==> config.mk <==
export PLATFORM = sky130hd
export DESIGN_NAME = imm_extend_pipe
export DESIGN_NICKNAME = d
export VERILOG_FILES = /design/src/rtl/ext_pkg.sv /design/src/rtl/ext_pipe_slice.sv /design/src/rtl/imm_extend_pipe.sv
export SDC_FILE = /design/constraint.sdc
export NUM_CORES = 1
export LEC_CHECK = 0
export ABC_AREA = 1
export BUFFER_PORTS_ARGS = -buffer_cell sky130_fd_sc_hd__buf_2
export CORE_MARGIN = 2
export CORE_UTILIZATION = 50
export DETAILED_ROUTE_END_ITERATION = 16
export HOLD_SLACK_MARGIN = 0.1
export PLACE_DENSITY = 0.8
export RECOVER_POWER = 25
export SLEW_MARGIN = 30
export SYNTH_ARGS = -nofsm -noshare
export SYNTH_HDL_FRONTEND = slang
export SYNTH_SLANG_ARGS = --single-unit
==> constraint.sdc <==
create_clock -name clk -period 1.04 [get_ports clk]
set_input_delay 0.052 -clock clk [delete_from_list [all_inputs] [get_ports clk]]
set_output_delay 0.052 -clock clk [all_outputs]
set_load 0.1 [all_outputs]
==> src/rtl/ext_pkg.sv <==
// Immediate-extension mode encodings and the shared extension function.
// Used by both the pipelined extender and the single-cycle core.
package ext_pkg;

    localparam logic [1:0] MODE_ZEXT     = 2'd0;
    localparam logic [1:0] MODE_SEXT     = 2'd1;
    localparam logic [1:0] MODE_UPPER    = 2'd2;
    localparam logic [1:0] MODE_SEXT_SHL = 2'd3;

    localparam int unsigned EXT_MAX_W = 64;

    typedef logic [EXT_MAX_W-1:0] ext_word_t;

    // Widths are run-time arguments so one function serves every caller;
    // callers keep the low out_w bits of the result.
    function automatic ext_word_t ext_imm(
        input ext_word_t   imm,
        input logic [1:0]  mode,
        input int unsigned in_w,
        input int unsigned out_w,
        input int unsigned shift
    );
        ext_word_t mask;
        ext_word_t zext;
        ext_word_t sext;
        ext_word_t res;
        mask = ~(~ext_word_t'(0) << in_w);
        zext = imm & mask;
        sext = imm[in_w-1] ? (zext | ~mask) : zext;
        unique case (mode)
            MODE_ZEXT:  res = zext;
            MODE_SEXT:  res = sext;
            MODE_UPPER: res = zext << (out_w - in_w);
            default:    res = sext << shift;
        endcase
        return res;
    endfunction

endpackage

==> src/rtl/ext_pipe_slice.sv <==
// One elastic register slice: accepts when empty or when downstream drains.
// Data holds while valid and stalled.
module ext_pipe_slice #(
    parameter int DW = 37
) (
    input  logic          clk,
    input  logic          rst_n,
    input  logic          up_valid,
    output logic          up_ready,
    input  logic [DW-1:0] up_data,
    output logic          dn_valid,
    input  logic          dn_ready,
    output logic [DW-1:0] dn_data
);

    logic          valid_q;
    logic [DW-1:0] data_q;

    assign up_ready = !valid_q || dn_ready;
    assign dn_valid = valid_q;
    assign dn_data  = data_q;

    always_ff @(posedge clk) begin
        if (!rst_n) begin
            valid_q <= 1'b0;
            data_q  <= '0;
        end else if (up_ready) begin
            valid_q <= up_valid;
            if (up_valid) begin
                data_q <= up_data;
            end
        end
    end

endmodule

==> src/rtl/imm_extend_pipe.sv <==
// Multi-mode immediate extender followed by STAGES elastic slices.
// The tag rides alongside the result so consumers can match instructions.
module imm_extend_pipe
    import ext_pkg::*;
#(
    parameter int IN_W   = 16,
    parameter int OUT_W  = 32,
    parameter int SHIFT  = 2,
    parameter int STAGES = 2,
    parameter int TAG_W  = 5
) (
    input  logic             clk,
    input  logic             rst_n,
    input  logic             in_valid,
    output logic             in_ready,
    input  logic [IN_W-1:0]  in_imm,
    input  logic [1:0]       in_mode,
    input  logic [TAG_W-1:0] in_tag,
    output logic             out_valid,
    input  logic             out_ready,
    output logic [OUT_W-1:0] out_imm,
    output logic [TAG_W-1:0] out_tag,
    output logic             busy
);

    localparam int DW = OUT_W + TAG_W;

    ext_word_t        ext_full;
    logic             unused_hi;
    logic [STAGES:0]  vld;
    logic [STAGES:0]  rdy;
    logic [DW-1:0]    dat [STAGES+1];

    assign ext_full = ext_imm(ext_word_t'(in_imm), in_mode,
                              IN_W, OUT_W, SHIFT);
    assign unused_hi = ^ext_full[EXT_MAX_W-1:OUT_W];

    assign vld[0]      = in_valid;
    assign dat[0]      = {ext_full[OUT_W-1:0], in_tag};
    assign in_ready    = rdy[0];
    assign rdy[STAGES] = out_ready;

    for (genvar i = 0; i < STAGES; i++) begin : g_stage
        ext_pipe_slice #(
            .DW(DW)
        ) u_slice (
            .clk      (clk),
            .rst_n    (rst_n),
            .up_valid (vld[i]),
            .up_ready (rdy[i]),
            .up_data  (dat[i]),
            .dn_valid (vld[i+1]),
            .dn_ready (rdy[i+1]),
            .dn_data  (dat[i+1])
        );
    end

    assign out_valid = vld[STAGES];
    assign out_imm   = dat[STAGES][DW-1:TAG_W];
    assign out_tag   = dat[STAGES][TAG_W-1:0];
    assign busy      = |vld[STAGES:1];

endmodule

# Word level (Yosys, flattened, before mapping)
# Index checks and enable logic that the tools add are counted.
[word_totals] regBits=76 input_bits=27
[op_classes] n_eq_ne=2 n_mux=2 reduce_logical=8
[ops] op="one-hot mux 32 bit (3 select lines)" count=1
[ops] op="2-to-1 mux 32 bit" count=1
[ops] op="AND reduction 2 bit" count=2
[ops] op="equality test 2 x 1 -> 1 bit (second input constant)" count=1
[ops] op="equality test 2 bit (second input constant)" count=1
[ops] op="zero test 1 bit" count=2
[ops] op="zero test 2 bit" count=1
[ops] op="logical OR 1 bit" count=2
[ops] op="OR reduction 2 bit" count=1

# Depth between registers and ports, before layout
# Gate-level depths: netlist (run 1).
[logic_depth] ltp_word=4 mapped_depth=8 mapped_depth_nobuf=6

# Hierarchy
# From an unflattened synthesis (run 1), not the netlist that was laid out.
[hier_totals] cells_unflattened=582 hier_area_um2=3847.4
[by_module_without_submodules] mod="ext_pipe_slice" n_inst=2 cells_per_inst=247 area_per_inst_um2=1716.6
[by_module_without_submodules] mod="imm_extend_pipe" n_inst=1 cells_per_inst=88 area_per_inst_um2=414.1

# Worst setup path after synthesis (run 1)
# No wires, ideal clock.
[synth_path] kind="register to register" start="register g_stage[1].u_slice.valid_q" end="register g_stage[0].u_slice.data_q[15]" setup_time_ps=113 arrival_ps=2126 setup_slack_ps=-1199 stages_incl_launch_ff=7 n_path_buf=1 synth_period_minus_slack_ps=2239 path_cell_list="dfxtp_1 nand3_4 nand2_8 buf_6 nand2_1 nand2_1 nor2_1"
[synth_via] elab_chain_len=4
[synth_lines] item="from (decl)" line="ext_pipe_slice.sv:16" rtl="logic valid_q;"
[synth_lines] item="from (signal assigned)" line="ext_pipe_slice.sv:28" rtl="valid_q <= up_valid;"
[synth_lines] item="zero test 1 bit" line="ext_pipe_slice.sv:19" rtl="assign up_ready = !valid_q || dn_ready;"
[synth_lines] item="logical OR 1 bit (2 in series)" line="ext_pipe_slice.sv:19"
[synth_lines] item="net in_ready" line="imm_extend_pipe.sv:15" rtl="output logic in_ready,"
[synth_lines] item="AND reduction 2 bit (no source line)"
[synth_lines] item="to (signal assigned)" line="ext_pipe_slice.sv:30" rtl="data_q <= up_data;"
[synth_lines] item="to (decl)" line="ext_pipe_slice.sv:17" rtl="logic [DW-1:0] data_q;"
# The timed path passes the listed nets, and every way through them passes these cells.
# A chain may end at the register's enable or synchronous reset.

# Worst setup path in the final report (run 1)
[layout_path] start="register g_stage[1].u_slice.valid_q" end="register g_stage[0].u_slice.data_q[28]"
[layout_via] elab_chain_len=4
[layout_lines] item="zero test 1 bit" line="ext_pipe_slice.sv:19"
[layout_lines] item="logical OR 1 bit (2 in series)" line="ext_pipe_slice.sv:19"
[layout_lines] item="AND reduction 2 bit (no source line)"
# Every way passes these cells.

==> results of run 1 <==
[cell usage after synthesis (all sizes together)]
cell type  number
dfxtp          76
nand2         127
clkbuf          4
nor2          150
or2             1
inv            39
nand3b          5
o21ai          38
buf            62
nand3          20
a21oi           3
[metal layers]
metal / GRT usage [%] / vias to the layer above / share of wire [%]
met4: 11.3 / 0 / 4.2
met1: 29.2 / 1601 / 37
met2: 41.1 / 166 / 52
met3: 3.69 / 36 / 6.4
li1: - / 1682 / -
met5: 0 / - / 0
[registers in the layout (all words and copies together) (netlist names)]
name,flops
g_stage.u_slice.dn_valid,2
g_stage.u_slice.dn_data,74
[area by class of cell]
class	count	area, µm²	area share [%]
repair buffers	117	1680	30.6
inverters	39	160	2.93
clock buffers	9	124	2.26
well taps	99	124	2.26
multi-input cells	346	1790	32.7
flip-flops and latches	76	1540	28.2
clock inverters	7	57.6	1.05
[power groups by stage]
stage               sequential [µW]  clock [µW]  combinational, µW
finish                         3310        2120               2520
global placement               3340           0               2000
global route                   3340        2270               2650
floorplan                      3280           0               1570
detailed placement             3350           0               2030
CTS                            3280        2120               2320
[worst max-delay path by stage]
stage	startpoint	endpoint
after global routing	g_stage[1].u_slice.dn_valid	g_stage[0].u_slice.dn_data[23]
after detailed placement	g_stage[1].u_slice.dn_valid	g_stage[1].u_slice.dn_data[20]
final	g_stage[1].u_slice.dn_valid	g_stage[0].u_slice.dn_data[28]
after floorplan	g_stage[1].u_slice.dn_valid	g_stage[0].u_slice.dn_data[15]
after CTS	g_stage[0].u_slice.dn_valid	busy
after global placement	g_stage[1].u_slice.dn_valid	g_stage[1].u_slice.dn_data[23]
[critical path: stages (launching register included)]
cell and delay, ns:
dfxtp_4 0.38, nand3_4 0.13, buf_12 0.13, buf_12 0.10, nand2_8 0.07, buf_8 0.16
nor2_2 0.16, nor2_2 0.07
[cell families (layout without fill, tap and decap cells)]
group	after synthesis	count (layout)
compound gates	41	41
simple gates	303	305
buf+inv	105	172
flops	76	76
[what timing repair did]
item,in CTS,in global routing
gates cloned,9,2
hold buffers,18,0
gates resized for setup,52,91
setup endpoints to repair,73,78
setup buffers,7,6
hold endpoints to repair,25,0
pin swaps,10,17
[metrics by stage]
stage               hold WS (ns)  total power [µW]
floorplan                  0.270              4850
global placement           0.364              5340
CTS                       0.0984              7720
global route               0.140              8260
detailed placement         0.374              5380
finish                     0.127              7950
==> results.md, run 1 <==
* Status: complete, but fails checks
* Failing checks: negative setup slack
* Complex-gate fraction of the synthesized area at 5.63%
* Net Sw Frac at 37.0%
* Fraction of layout cells with a size suffix above 1 at 37.4%
* Hold-critical path endpoint: g_stage[0].u_slice.dn_data[5]
* CTS sink count at 76
* Seq/Total Area, Yosys at 41.7%
* Critical Path RT at 1.29 ns
* H-tree depth at 3
* Worst rel slew slack at 70.2%
* Post-DR vias/cell at 5.03
* Setup TNS at -14.03 ns
* Netlist cell types at 25
* Starting density of the core at 50.8%
* Highest Clock Rate at 765 MHz
* Pwr dens at 1450 nW/µm²
* Fillers at 440
* Worst Setup Path Type: flip-flop to flip-flop
* Die height at 89.4 µm
* FF+latch count, synth at 76
* Top post-synthesis cells by area: dfxtp_1 42%, nor2_1 15%, nand2_1 13%
* Die X at 89.4 µm
* GRT Overall Usage at 23.9%
* Worst Clk Skew at 0.00681 ns
* Fin nets at 616
* CTS buffer count at 9
* Routed len/inst at 14.8 µm
* Worst-Margin Slew at 0.446 ns
* Crit-path max FO at 6
* Min Tclk post-route at 1.31 ns
* Unrepaired setup endpoints after global routing: true
* Yosys Warn Count at 0
* CTS tree: done
* DRC errors left at 0
* Combinational share of power at 31.7%
* Drt pass-1 iters at 5
* Pint at 5010 µW
* Synthesized netlist cell count at 525
* Sequential share of power at 41.6%
* Maximum VDD drop at 1.04 mV
* R2r worst-path depth at 7
* Final Core Density at 76.3%
* Final hold violations at 0
* Top-area cell type share of the netlist area at 41.7%
* R2r startpoint: g_stage[1].u_slice.dn_valid
* IO Pins at 67
* Most common cell after layout, fill and taps aside: nor2_1
* Wirelength, routed at 10.3 mm
* # rows at 31
* Initial antenna violation count at 0
* RD Place Congestion at 0.893
* Simple-gate share of the synthesized area at 33.8%
* Vias in the first global route at 3241
* Largest family of logic cells by synthesized area: simple AND/OR/NAND/NOR gates
* Placed Area at 4350 µm²
* Hold Crit Start: in_imm[0]
* Reg-to-Reg End: g_stage[0].u_slice.dn_data[28]
* Avg Cell Area, Syn at 6.95 µm²
* Max clock buf depth at 2
* Slew Limit Fails at 0
* Worst-path clk slew at 0.09 ns
* Global-route wire length before repair at 14.7 mm
* Vias at 3485
* Cells after DPL at 637
* HP Class: input port to flip-flop
* Nature of the critical path endpoint: flip-flop
* Setup ws final at -0.267 ns
* Synth-to-layout area growth at 50.0%
* Post-Syn Area at 3650 µm²
* Insertion delay of the later-clocked pin in the worst-skew pair at 0.36 ns
* Clk pwr share at 26.6%
* Final ANT Viol Nets at 0
* Total die area at 7990 µm²
* Adder-cell share of the synthesized area at 0%
* Most frequent cells in the layout: 99 x nor2_1, 93 x nand2_1, 63 x dfxtp_1
* I/O Buffers at 66
* CORE AREA at 7180 µm²
* Leak Pwr at 0.00248 µW
* Startpoint types: flip-flop
* Pre-CTS setup slack at -0.0617 ns
* 1st-iter DRT viols at 230
* CP arrival at 1.56 ns
* XOR/XNOR share of the synthesized area at 0%
* Psw at 2940 µW
* Pin count of the biggest net entering global routing at 76
* Root Driver: clkbuf_8
* Diode count at 0
* DP Wirelength at 5.26 mm
* WHS Path Cells at 5
* Post-route insts no fill at 693
* Max-cap violations at 0
* # setup viols final at 78
* Synth area leader: dfxtp_1
* Post-route clock period utilization at 126%
* R2r setup slk at -0.27 ns
* Total grt overflow at 0
* Finished Cell Area at 5470 µm²
* Mux cell area share after synthesis at 0%
* Post-Syn Nets at 552
Power figures use the tool's default switching activity.
==> run 2: changes to the inputs <==
--- a/config.mk
+++ b/config.mk
@@ -8,10 +8,10 @@
 export ABC_AREA = 1
 export BUFFER_PORTS_ARGS = -buffer_cell sky130_fd_sc_hd__buf_2
 export CORE_MARGIN = 2
-export CORE_UTILIZATION = 50
+export CORE_UTILIZATION = 38
 export DETAILED_ROUTE_END_ITERATION = 16
 export HOLD_SLACK_MARGIN = 0.1
-export PLACE_DENSITY = 0.8
+export PLACE_DENSITY = 0.64
 export RECOVER_POWER = 25
 export SLEW_MARGIN = 30
 export SYNTH_ARGS = -nofsm -noshare
==> results.md, run 2 (synthesis gave the netlist of run 1 again) <==
* Slew Limit Fails at 0 (unchanged)
* Failing checks: negative setup slack (unchanged)
* Die height at 102 µm (was 89.4 µm)
* Drt pass-1 iters at 4 (was 5)
* Final ANT Viol Nets at 0 (unchanged)
* Worst Setup Path Type: flip-flop to flip-flop (unchanged)
* Pin count of the biggest net entering global routing at 31 (was 76)
* Finished Cell Area at 5310 µm² (was 5470 µm²)
* Setup TNS at -7.14 ns (was -14.03 ns)
* Nature of the critical path endpoint: flip-flop (unchanged)
* Most common cell after layout, fill and taps aside: nor2_1 (unchanged)
* GR Util met1 at 22.6% (was 29.2%)
* Pwr Total at 7760 µW (was 7950 µW)
* CTS sink count at 76 (unchanged)
* Routed len/inst at 12.7 µm (was 14.8 µm)
* 1st-iter DRT viols at 83 (was 230)
* Vias at 3237 (was 3485)
* Insertion delay of the later-clocked pin in the worst-skew pair at 0.35 ns (was 0.36 ns)
* Psw at 2810 µW (was 2940 µW)
* Starting density of the core at 39.3% (was 50.8%)
* Fin nets at 612 (was 616)
* Global-route wire length before repair at 14.6 mm (was 14.7 mm)
* Critical Path RT at 1.29 ns (about the same)
* Setup ws final at -0.213 ns (was -0.267 ns)
* Post-DR vias/cell at 4.50 (was 5.03)
* Unrepaired setup endpoints after global routing: true (unchanged)
* Final hold violations at 0 (unchanged)
* Most Crowded Layer GR: met2 (unchanged)
* GR met3 Demand/Resource at 2.74% (was 3.69%)
* Highest Clock Rate at 798 MHz (was 765 MHz)
* CP arrival at 1.50 ns (was 1.56 ns)
* Maximum VDD drop at 0.737 mV (was 1.04 mV)
* Pint at 4950 µW (was 5010 µW)
* Crit-path max FO at 4 (was 6)
* Die X at 102 µm (was 89.4 µm)
* Startpoint types: flip-flop (unchanged)
* Total die area at 10400 µm² (was 7990 µm²)
* Clk pwr share at 26.8% (was 26.6%)
* Worst Clk Skew at 0.0126 ns (was 0.00681 ns)
* Root Driver: clkbuf_8 (unchanged)
* Worst-Margin Slew at 0.366 ns (was 0.446 ns)
* Post-route clock period utilization at 120% (was 126%)
* H-tree depth at 3 (unchanged)
* Leak Pwr at 0.00243 µW (was 0.00248 µW)
* Wirelength, routed at 9.17 mm (was 10.3 mm)
* Worst-path clk slew at 0.08 ns (was 0.09 ns)
* GR Util met2 at 30.9% (was 41.1%)
* Synth-to-layout area growth at 45.6% (was 50.0%)
* Placed Area at 4460 µm² (was 4350 µm²)
* I/O Buffers at 66 (unchanged)
* DRC errors left at 0 (unchanged)
* CTS buffer count at 9 (unchanged)
* HP Class: input port to flip-flop (unchanged)
* Status: complete, but fails checks (unchanged)
* RD Place Congestion at 0.925 (was 0.893)
* Diode count at 0 (unchanged)
* # rows at 35 (was 31)
* GRT Overall Usage at 17.9% (was 23.9%)
* Sequential share of power at 42.2% (was 41.6%)
* Min Tclk post-route at 1.25 ns (was 1.31 ns)
* Combinational share of power at 31.0% (was 31.7%)
* Total grt overflow at 0 (unchanged)
* Fraction of layout cells with a size suffix above 1 at 34.2% (was 37.4%)
* Worst rel slew slack at 75.5% (was 70.2%)
* Pwr dens at 1460 nW/µm² (was 1450 nW/µm²)
* R2r setup slk at -0.21 ns (was -0.27 ns)
* DP Wirelength at 5.88 mm (was 5.26 mm)
* Net Sw Frac at 36.2% (was 37.0%)
* Max clock buf depth at 2 (unchanged)
* Max reg flops at 74 (unchanged)
* # setup viols final at 70 (was 78)
* IO Pins at 67 (unchanged)
* Vias in the first global route at 3127 (was 3241)
* Initial antenna violation count at 0 (unchanged)
* CTS tree: done (unchanged)
* Most frequent cells in the layout: 120 x nor2_1, 80 x nand2_1, 74 x dfxtp_1 (was 99 x nor2_1, 93 x nand2_1, 63 x dfxtp_1)
* Max-cap violations at 0 (unchanged)
* CORE AREA at 9280 µm² (was 7180 µm²)
-- run 2: cell count changes in the layout (fill, tap and decap cells not counted), moves of 8 or more --
| cell | change |
|---|---|
| dfxtp_1 | +11 |
| nor2_1 | +21 |
| buf_6 | +8 |
| nand2_1 | -13 |
| buf_12 | -8 |
| nor2_2 | -24 |
| dfxtp_2 | -11 |
-- run 2: final timing paths --
check | startpoint | to | cells past startpoint
max reg2reg | g_stage[1].u_slice.dn_valid | g_stage[0].u_slice.dn_data[24] | 7
min reg2reg | g_stage[0].u_slice.dn_data[4] | g_stage[0].u_slice.dn_data[4] | 2
max | g_stage[1].u_slice.dn_valid | g_stage[0].u_slice.dn_data[24] | 7
min | in_imm[11] | g_stage[0].u_slice.dn_data[16] | 5
-- run 2: metrics by stage --
step | utilization [%] | instances | hold slack (ns) | setup WS [ns]
finish | 57.2 | 719 | 0.101 | -0.213
global route | 57.2 | 719 | 0.125 | -0.243
CTS | 55.2 | 716 | 0.100 | -0.172
detailed placement | 48.0 | 674 | 0.364 | -0.0865
global placement | 48.0 | 674 | 0.367 | -0.0238
floorplan | - | 525 | 0.270 | -0.553
-- run 2: repair_timing --
item	CTS	global route
buffers inserted	8	2
hold buffers	14	0
pin swaps	15	13
hold endpoints to repair	19	0
cloned	5	1
endpoints found under the setup margin	74	78
resized for setup	58	68
-- run 2: power groups by stage --
stage               combinational [µW]  sequential [µW]  clock, µW
floorplan                         1570             3280          0
global placement                  2060             3340          0
detailed placement                2080             3350          0
CTS                               2290             3280       2100
global route                      2550             3300       2230
finish                            2410             3270       2080
-- run 2: cell type report --
class                           instances  area (µm²)
Multi-Input combinational cell        346        1800
Sequential cell                        76        1530
Fill cell                             827        3970
Clock inverter                          6        38.8
Timing Repair Buffer                  113        1490
Inverter                               39         151
Clock buffer                           10         138
Tap cell                              129         161
-- run 2: routing by layer --
| metal | share of wire [%] | routed length, µm | vias to the layer above |
|---|---|---|---|
| met1 | 44 | 4020 | 1470 |
| met3 | 3.3 | 300 | 18 |
| met5 | 0 | 0 | - |
| met4 | 3.2 | 291 | 0 |
| met2 | 50 | 4550 | 72 |
| li1 | - | - | 1677 |
-- run 2: worst max-delay path: stages (launching register included) --
cell and delay [ns]:
dfxtp_4 0.37, nand3_4 0.12, buf_12 0.13, nand2_8 0.09, buf_8 0.17, buf_12 0.12
nor2_4 0.10, nor2_1 0.05
==> run 3: changes to the inputs <==
--- a/config.mk
+++ b/config.mk
@@ -13,6 +13,7 @@
 export HOLD_SLACK_MARGIN = 0.1
 export PLACE_DENSITY = 0.64
 export RECOVER_POWER = 25
+export SKIP_LAST_GASP = 1
 export SLEW_MARGIN = 30
 export SYNTH_ARGS = -nofsm -noshare
 export SYNTH_HDL_FRONTEND = slang
==> results.md, run 3 (synthesis gave the netlist of run 1 again) <==
* Initial antenna violation count at 0 (unchanged)
* Worst-path clk slew at 0.09 ns (was 0.08 ns)
* CTS sink count at 76 (unchanged)
* Total die area at 10400 µm² (unchanged)
* R2r startpoint: g_stage[1].u_slice.dn_valid (unchanged)
* # setup viols final at 54 (was 70)
* DP Wirelength at 5.88 mm (unchanged)
* DRC errors left at 0 (unchanged)
* R2r worst-path depth at 6 (was 7)
* Finished Cell Area at 5260 µm² (was 5310 µm²)
* GRT Overall Usage at 17.7% (was 17.9%)
* Most common cell after layout, fill and taps aside: nor2_1 (unchanged)
* Fraction of layout cells with a size suffix above 1 at 33.6% (was 34.2%)
* Die X at 102 µm (unchanged)
* Min Tclk post-route at 1.20 ns (was 1.25 ns)
* Maximum VDD drop at 0.725 mV (was 0.737 mV)
* IO Pins at 67 (unchanged)
* Post-DR vias/cell at 4.48 (was 4.50)
* Worst Setup Path Type: flip-flop to output port (was flip-flop to flip-flop)
* FF+latch area at 1530 µm² (unchanged)
* Vias in the first global route at 3111 (was 3127)
* Starting density of the core at 39.3% (unchanged)
* # rows at 35 (unchanged)
* Diode count at 0 (unchanged)
* Crit-path max FO at 4 (unchanged)
* Post-route clock period utilization at 115% (was 120%)
* Setup TNS at -4.99 ns (was -7.14 ns)
* Insertion delay of the later-clocked pin in the worst-skew pair at 0.34 ns (was 0.35 ns)
* Worst-Margin Slew at 0.391 ns (was 0.366 ns)
* Hold Crit Start: in_imm[7] (was in_imm[11])
* HP Class: input port to flip-flop (unchanged)
* CTS tree: done (unchanged)
* Root Driver: clkbuf_8 (unchanged)
* RD Place Congestion at 0.925 (unchanged)
* Pin count of the biggest net entering global routing at 31 (unchanged)
* Final ANT Viol Nets at 0 (unchanged)
* Fin nets at 608 (was 612)
* Slew Limit Fails at 0 (unchanged)
* Vias at 3204 (was 3237)
* 1st-iter DRT viols at 74 (was 83)
* CTS buffer count at 9 (unchanged)
* Critical Path RT at 0.99 ns (was 1.29 ns)
* Status: complete, but fails checks (unchanged)
* Hold-critical path endpoint: g_stage[0].u_slice.dn_data[12] (was g_stage[0].u_slice.dn_data[16])
* Most frequent cells in the layout: 117 x nor2_1, 90 x nand2_1, 74 x dfxtp_1 (was 120 x nor2_1, 80 x nand2_1, 74 x dfxtp_1)
* Leak Pwr at 0.00241 µW (was 0.00243 µW)
* WHS Path Cells at 5 (unchanged)
* Worst Clk Skew at 0.00983 ns (was 0.0126 ns)
* Multi-input gate area at 1810 µm² (was 1800 µm²)
* Final hold violations at 0 (unchanged)
* CP arrival at 1.15 ns (was 1.50 ns)
* Pwr dens at 1460 nW/µm² (about the same)
* Startpoint types: flip-flop (unchanged)
* R2r setup slk at -0.14 ns (was -0.21 ns)
* Max reg flops at 74 (unchanged)
* I/O Buffers at 66 (unchanged)
* Placed Area at 4460 µm² (unchanged)
* Drt pass-1 iters at 4 (unchanged)
* Worst rel slew slack at 73.9% (was 75.5%)
* Max clock buf depth at 2 (unchanged)
* Synth-to-layout area growth at 44.3% (was 45.6%)
* CORE AREA at 9280 µm² (unchanged)
* Total grt overflow at 0 (unchanged)
* Routed len/inst at 12.4 µm (was 12.7 µm)
* Fillers at 833 (was 827)
* Unrepaired setup endpoints after global routing: true (unchanged)
* Setup ws final at -0.158 ns (was -0.213 ns)
* Wirelength, routed at 8.85 mm (was 9.17 mm)
* Highest Clock Rate at 834 MHz (was 798 MHz)
* Global-route wire length before repair at 14.4 mm (was 14.6 mm)
* Reg-to-Reg End: g_stage[0].u_slice.dn_data[29] (was g_stage[0].u_slice.dn_data[24])
* Die height at 102 µm (unchanged)
* Pre-CTS setup slack at -0.0865 ns (unchanged)
* H-tree depth at 3 (unchanged)
* Nature of the critical path endpoint: output port (was flip-flop)
* Failing checks: negative setup slack (unchanged)
* Max-cap violations at 0 (unchanged)
run 3: area by class of cell:
| type | count | area share, % |
|---|---|---|
| clock buffers | 10 | 2.61 |
| clock inverters | 6 | 0.737 |
| inverters | 39 | 2.88 |
| multi-input cells | 346 | 34.3 |
| flip-flops and latches | 76 | 29.0 |
| well taps | 129 | 3.07 |
| repair buffers | 109 | 27.3 |
run 3: worst max path at each step:
stage | startpoint | cells after the start | slack [ns] | endpoint
finish | g_stage[1].u_slice.dn_valid | 2 | -0.16 | busy
global route | g_stage[0].u_slice.dn_valid | 3 | -0.19 | in_ready
CTS | g_stage[1].u_slice.dn_valid | 2 | -0.17 | busy
detailed placement | g_stage[0].u_slice.dn_valid | 5 | -0.09 | g_stage[0].u_slice.dn_data[27]
global placement | g_stage[0].u_slice.dn_valid | 5 | -0.02 | g_stage[0].u_slice.dn_data[27]
floorplan | g_stage[1].u_slice.dn_valid | 6 | -0.55 | g_stage[0].u_slice.dn_data[15]
run 3: routing by layer:
layer	track usage, %	part of all wire (%)	vias to the layer above
met5	0	0	-
met4	7.38	2.1	0
met3	2.80	3.6	11
met2	30.3	50	69
met1	22.2	44	1452
li1	-	-	1672
run 3: worst max-delay path, cell delays in order, from the launching register on:
cell	delay, ns
dfxtp_4	0.37
or2_4	0.27
buf_12	0.17
run 3: power by group:
part           total [µW]  leakage (µW)  internal (µW)  switching (µW)
sequential           3280      0.000629           3120             168
clock                2060     0.0000885            928            1130
combinational        2370       0.00169            887            1480
total                7710       0.00241           4930            2780
run 3: timing repair:
| action | 4_1_cts | 5_1_grt |
|---|---|---|
| buffers inserted | 8 | 0 |
| hold buffers | 14 | 0 |
| endpoints found under the hold margin | 19 | 0 |
| endpoints found under the setup margin | 74 | 78 |
| pin swaps | 12 | 14 |
| gates resized for setup | 54 | 72 |
| cloned | 5 | 0 |
run 3: through the flow:
| stage | std cells | hold slack, ns | util (%) | power (µW) |
|---|---|---|---|---|
| 2_1_floorplan | 525 | 0.270 | - | 4850 |
| 3_3_place_gp | 674 | 0.367 | 48.0 | 5400 |
| 3_5_place_dp | 674 | 0.364 | 48.0 | 5420 |
| 4_1_cts | 716 | 0.100 | 55.1 | 7660 |
| 5_1_grt | 715 | 0.122 | 56.7 | 8060 |
| 6_report | 715 | 0.107 | 56.7 | 7710 |
